--- config.mk ---
export PLATFORM = sky130hd
export DESIGN_NAME = wrr_table_arbiter
export DESIGN_NICKNAME = d
export VERILOG_FILES = /design/src/rtl/wrr_table_arbiter.sv
export SDC_FILE = /design/constraint.sdc
export NUM_CORES = 1
export LEC_CHECK = 0
export CAP_MARGIN = 20
export CORE_MARGIN = 3
export CORE_UTILIZATION = 45
export CTS_CLUSTER_SIZE = 12
export DETAILED_ROUTE_END_ITERATION = 12
export HOLD_SLACK_MARGIN = 0.03
export PLACE_DENSITY = 0.74
export SLEW_MARGIN = 10
export SYNTH_ARGS = -nofsm -noshare
export SYNTH_HDL_FRONTEND = slang
export SYNTH_SLANG_ARGS = --single-unit
--- constraint.sdc ---
create_clock -name clk -period 4.99 [get_ports clk]
set_input_delay 0.998 -clock clk [delete_from_list [all_inputs] [get_ports clk]]
set_output_delay 0.998 -clock clk [all_outputs]
set_load 0.005 [all_outputs]
--- src/rtl/wrr_table_arbiter.sv ---
// Table-driven weighted round-robin arbiter with a runtime-writable slot table and valid/ready grants.
// Optional macro WRR_WORK_CONSERVING_EN: on a slot miss, search ahead for the next hitting slot.
module wrr_table_arbiter #(
    parameter int NUM_REQ    = 4,
    parameter int ID_W       = 2,
    parameter int DEPTH_LOG2 = 4
) (
    input  logic                  clk,
    input  logic                  reset,
    input  logic [NUM_REQ-1:0]    req,
    input  logic                  cfg_we,
    input  logic [DEPTH_LOG2-1:0] cfg_addr,
    input  logic [ID_W-1:0]       cfg_data,
    input  logic [DEPTH_LOG2:0]   tbl_len,
    input  logic                  grant_ready,
    output logic                  grant_valid,
    output logic [ID_W-1:0]       grant_id,
    output logic [NUM_REQ-1:0]    grant_onehot,
    output logic [DEPTH_LOG2-1:0] slot_ptr
);

    localparam int DEPTH = 1 << DEPTH_LOG2;

    typedef enum logic {
        IDLE  = 1'b0,
        GRANT = 1'b1
    } state_t;

    state_t                state;
    state_t                state_nxt;
    logic [ID_W-1:0]       tbl [DEPTH];
    logic [ID_W-1:0]       id_nxt;
    logic [NUM_REQ-1:0]    onehot_nxt;
    logic [DEPTH_LOG2-1:0] ptr_nxt;
    logic [DEPTH_LOG2-1:0] eval_idx;
    int                    eff_len;
    int                    eval_slot;
    logic                  arb_en;

    // IDs outside the requester range are legal table contents but never hit.
    function automatic logic is_hit(input logic [ID_W-1:0] id, input logic [NUM_REQ-1:0] r);
        logic h;
        h = 1'b0;
        for (int q = 0; q < NUM_REQ; q++) begin
            if (int'(id) == q) h = r[q];
        end
        return h;
    endfunction

    function automatic logic [NUM_REQ-1:0] decode(input logic [ID_W-1:0] id);
        logic [NUM_REQ-1:0] d;
        d = '0;
        for (int q = 0; q < NUM_REQ; q++) begin
            if (int'(id) == q) d[q] = 1'b1;
        end
        return d;
    endfunction

    function automatic logic [DEPTH_LOG2-1:0] wrap_inc(input int s, input int len);
        return (s + 1 >= len) ? '0 : DEPTH_LOG2'(s + 1);
    endfunction

    // A pointer stranded beyond a shortened table restarts from slot 0.
    always_comb begin
        eff_len = DEPTH;
        if (tbl_len != '0 && int'(tbl_len) <= DEPTH) eff_len = int'(tbl_len);
        eval_slot = (int'(slot_ptr) >= eff_len) ? 0 : int'(slot_ptr);
        eval_idx  = DEPTH_LOG2'(eval_slot);
    end

`ifdef WRR_WORK_CONSERVING_EN
    logic                  wc_found;
    logic [DEPTH_LOG2-1:0] wc_slot;

    always_comb begin
        wc_found = 1'b0;
        wc_slot  = '0;
        for (int k = 1; k < DEPTH; k++) begin
            int cand;
            cand = eval_slot + k;
            if (cand >= eff_len) cand = cand - eff_len;
            if (!wc_found && k < eff_len && is_hit(tbl[DEPTH_LOG2'(cand)], req)) begin
                wc_found = 1'b1;
                wc_slot  = DEPTH_LOG2'(cand);
            end
        end
    end
`endif

    // Table writes land at the edge, so a slot evaluated this cycle still sees its old entry.
    always_ff @(posedge clk or posedge reset) begin
        if (reset) begin
            for (int i = 0; i < DEPTH; i++) begin
                tbl[i] <= ID_W'(i % NUM_REQ);
            end
        end else if (cfg_we) begin
            tbl[cfg_addr] <= cfg_data;
        end
    end

    always_ff @(posedge clk or posedge reset) begin
        if (reset) begin
            state        <= IDLE;
            grant_id     <= '0;
            grant_onehot <= '0;
            slot_ptr     <= '0;
        end else begin
            state        <= state_nxt;
            grant_id     <= id_nxt;
            grant_onehot <= onehot_nxt;
            slot_ptr     <= ptr_nxt;
        end
    end

    // Accepting a grant re-arbitrates in the same cycle, giving bubble-free back-to-back grants.
    always_comb begin
        state_nxt = state;
        id_nxt    = grant_id;
        ptr_nxt   = slot_ptr;
        arb_en    = (state == IDLE) || grant_ready;

        if (arb_en) begin
            if (is_hit(tbl[eval_idx], req)) begin
                state_nxt = GRANT;
                id_nxt    = tbl[eval_idx];
                ptr_nxt   = wrap_inc(eval_slot, eff_len);
`ifdef WRR_WORK_CONSERVING_EN
            end else if (wc_found) begin
                state_nxt = GRANT;
                id_nxt    = tbl[wc_slot];
                ptr_nxt   = wrap_inc(int'(wc_slot), eff_len);
            end else begin
                state_nxt = IDLE;
            end
`else
            end else begin
                state_nxt = IDLE;
                ptr_nxt   = wrap_inc(eval_slot, eff_len);
            end
`endif
        end

        onehot_nxt = (state_nxt == GRANT) ? decode(id_nxt) : '0;
    end

    assign grant_valid = (state == GRANT);

endmodule

==> metrics <==
Top FF cell, synth=dfrtp_1; H-tree Lvls=2; most frequent cell after synthesis=mux2_2; crit start category=input port; first-pass GRT wire length=roughly 9300 um; largest net degree at the start of global routing=44; Die Y=81.43 um; RSZ-0062 raised after global routing=false; Fmax achieved=~0.21 GHz; Max Transition Viols Final=0; vias per cell=approximately 5.7; power per cell area=between 500 and 600 nW/um^2; outcome=completed; initial core utilization=0.4828; GP Congestion=~0.89; area leader, netlist=dfrtp_1; placed cell count=approximately 330; Final setup viols=0; Top Ports=30; WS Path Type=in -> reg; Max-slew headroom=0.5250; clock buffer depth=2; DRT iter0 DRCs=213; share of cells above drive strength 1=0.2884; multi-input logic area=~1400 sq um; CTS root buf=clkbuf_8; Final Hold Fails=0; Reg clk slew, reported paths=~0.09 ns; Leak Pwr=about 0.0013 uW; Antenna Cells=0; syn_area_per_cell=between 10 and 15 sq um; initial antenna violation count=0; vias in the first global route=approximately 1900; critical path fanouts, max=4; synthesis-stage register bit count=43; Post-DP HPWL=around 4000 um; die footprint=6630 sq um; worst slack at placement=-0.1106 ns; Vias=1935; wire per inst=16.36 um; P&R area growth vs syn=20.43%; Post-Syn Area=2560 sq um; Setup Fix Bufs, Post-CTS=0; DRC Markers=0; Post-synth top cells=mux2_2, dfrtp_1, nand2_1, nor2_1, dfstp_2; Synth Warn #=0; Async S/R FF share, synth=1.000; Finished Core Util=0.5814; Detailed Route WL=5512 um; minimum clock period=4.727 ns; final setup margin=~0.26 ns; number of iterations in the first detailed-routing pass=5; CP Capture Type=register; CTS sink count=43; Non-Filler Instances=337; worst slew pin tran=0.7125 ns; critical path arrival=about 4.9 ns; fillcell total=468; Die Width=about 81 um; cts bufs inserted=5; CTS tree=built; sequential fraction of the synthesis area=0.4282; Power Total=about 1700 uW; Mapped Cells=230; Clock Latency Late Sink=0.29 ns; CP required=just over 5 ns; peak supply drop=around 0.00025 V; sequential cell area=1096 sq um; area share of the largest cell type after synthesis=0.2639; max_cap viols=0; Antenna Nets Post-Route=0; Core Box Area=~5300 sq um; top post-synthesis cells by area=dfrtp_1, dfstp_2, mux2_2; number of I/O port buffers=29; total gr overflow=0; Worst Skew=~0.0015 ns; Net Count, Synth=260; Tightest Hold Check Type=reg -> reg; Period Utilization, post-route=0.9473; Hold WS=a little over 0.5 ns; Cell variety after synth=46; Layout Nets=a little under 300; Tot GR Track Use=0.1841; Post-synth EDFFs=0; cell row count=26
report_power, final:
| part | switching [uW] | total (uW) | internal, uW |
|---|---|---|---|
| clock | 126 | 291 | 165 |
| combinational | 358 | 800 | 442 |
| sequential | 115 | 584 | 469 |
| total | 599 | 1680 | 1080 |
worst max-delay path: stages:
cell and delay [ns]:
clkdlybuf4s50_1 0.42, or4_1 0.53, ha_1 0.33, nor2b_2 0.14, ha_1 0.23, nand2b_1 0.14, a2111o_1 0.42, and3_1 0.21
nor2_2 0.11, ha_1 0.25, ha_1 0.28, a21o_1 0.15, a21o_1 0.16, a21oi_1 0.13, o21ai_0 0.13, o32ai_1 0.29
cell usage in the layout (no fill, tap or decap), drive strengths merged, types with 2 or more instances in the layout:
master,n
o22ai,2
o221ai,2
nand2b,13
or4,2
mux2,32
dfstp,16
xnor2,2
a22oi,2
clkdlybuf4s50,29
o32ai,2
nor3b,3
a32o,2
clkbuf,6
a21o,3
nor3,3
nor2,18
ha,11
and3,2
nor2b,3
mux2i,5
nand4,3
nand3b,3
dfrtp,27
inv,11
a21oi,7
nand2,18
nand3,9
mux4,6
o21ai,4
buf,8
final cells by class:
type / instances / area share
repair buffers: 37 / 0.1136
multi-input cells: 169 / 0.4509
clock buffers: 6 / 0.02679
inverters: 10 / 0.01218
well taps: 70 / 0.02841
flip-flops and latches: 43 / 0.3555
clock inverters: 2 / 0.01258
metal layers:
metal | vias to the layer above | GRT usage | share of wire
li1 | 908 | - | -
met1 | 955 | 0.2544 | 0.47
met2 | 66 | 0.2923 | 0.46
met3 | 6 | 0.03509 | 0.055
met4 | 0 | 0.05912 | 0.012
met5 | - | 0 | 0
cells by family (layout without fill, tap and decap cells):
family,after synthesis,in the layout,share of synthesized area
AOI/OAI and AO/OA,32,32,0.09726
xor gates and xnor gates,2,2,0.006844
adders and majority gates,11,11,0.05376
buffers and inverters,18,55,0.03079
DFF,43,43,0.4282
muxes,43,43,0.2195
and+or+nand+nor,81,81,0.1637
timing repair:
action	4_1_cts	5_1_grt
resized for setup	0	2
setup endpoints to repair	0	3
hold endpoints to repair	0	0
hold buffers	0	0
worst paths after layout:
check / depth (start not counted) / slack (ns) / end / start
setup / recovery: 16 / 0.26 / slot_ptr[3]$_DFFE_PP0N_ / tbl_len[1]
hold / removal: 1 / 0.51 / tbl[29]$_DFFE_PP0P_ / tbl[29]$_DFFE_PP0P_
setup reg to reg: 13 / 1.19 / slot_ptr[3]$_DFFE_PP0N_ / slot_ptr[0]$_DFFE_PP0N_
hold reg to reg: 1 / 0.51 / tbl[29]$_DFFE_PP0P_ / tbl[29]$_DFFE_PP0P_
max in group asynchronous: 3 / 3.49 / tbl[0]$_DFFE_PP1P_ / reset
min in group asynchronous: 3 / 1.13 / grant_id[1]$_DFF_PP0_ / reset
metrics by stage:
stage                     TNS [ns]  cell area (sq um)
after global placement           0               2957
after CTS                        0               3078
after floorplan                  0               2560
after detailed placement   -0.3281               2957
after global routing             0               3083
final                            0               3083
state kept, by name (all words and copies together) (netlist names):
| name | cells |
|---|---|
| tbl | 32 |
| grant_id | 2 |
| grant_onehot | 4 |
| grant_valid | 1 |
| slot_ptr | 4 |
Power figures use the tool's default switching activity.
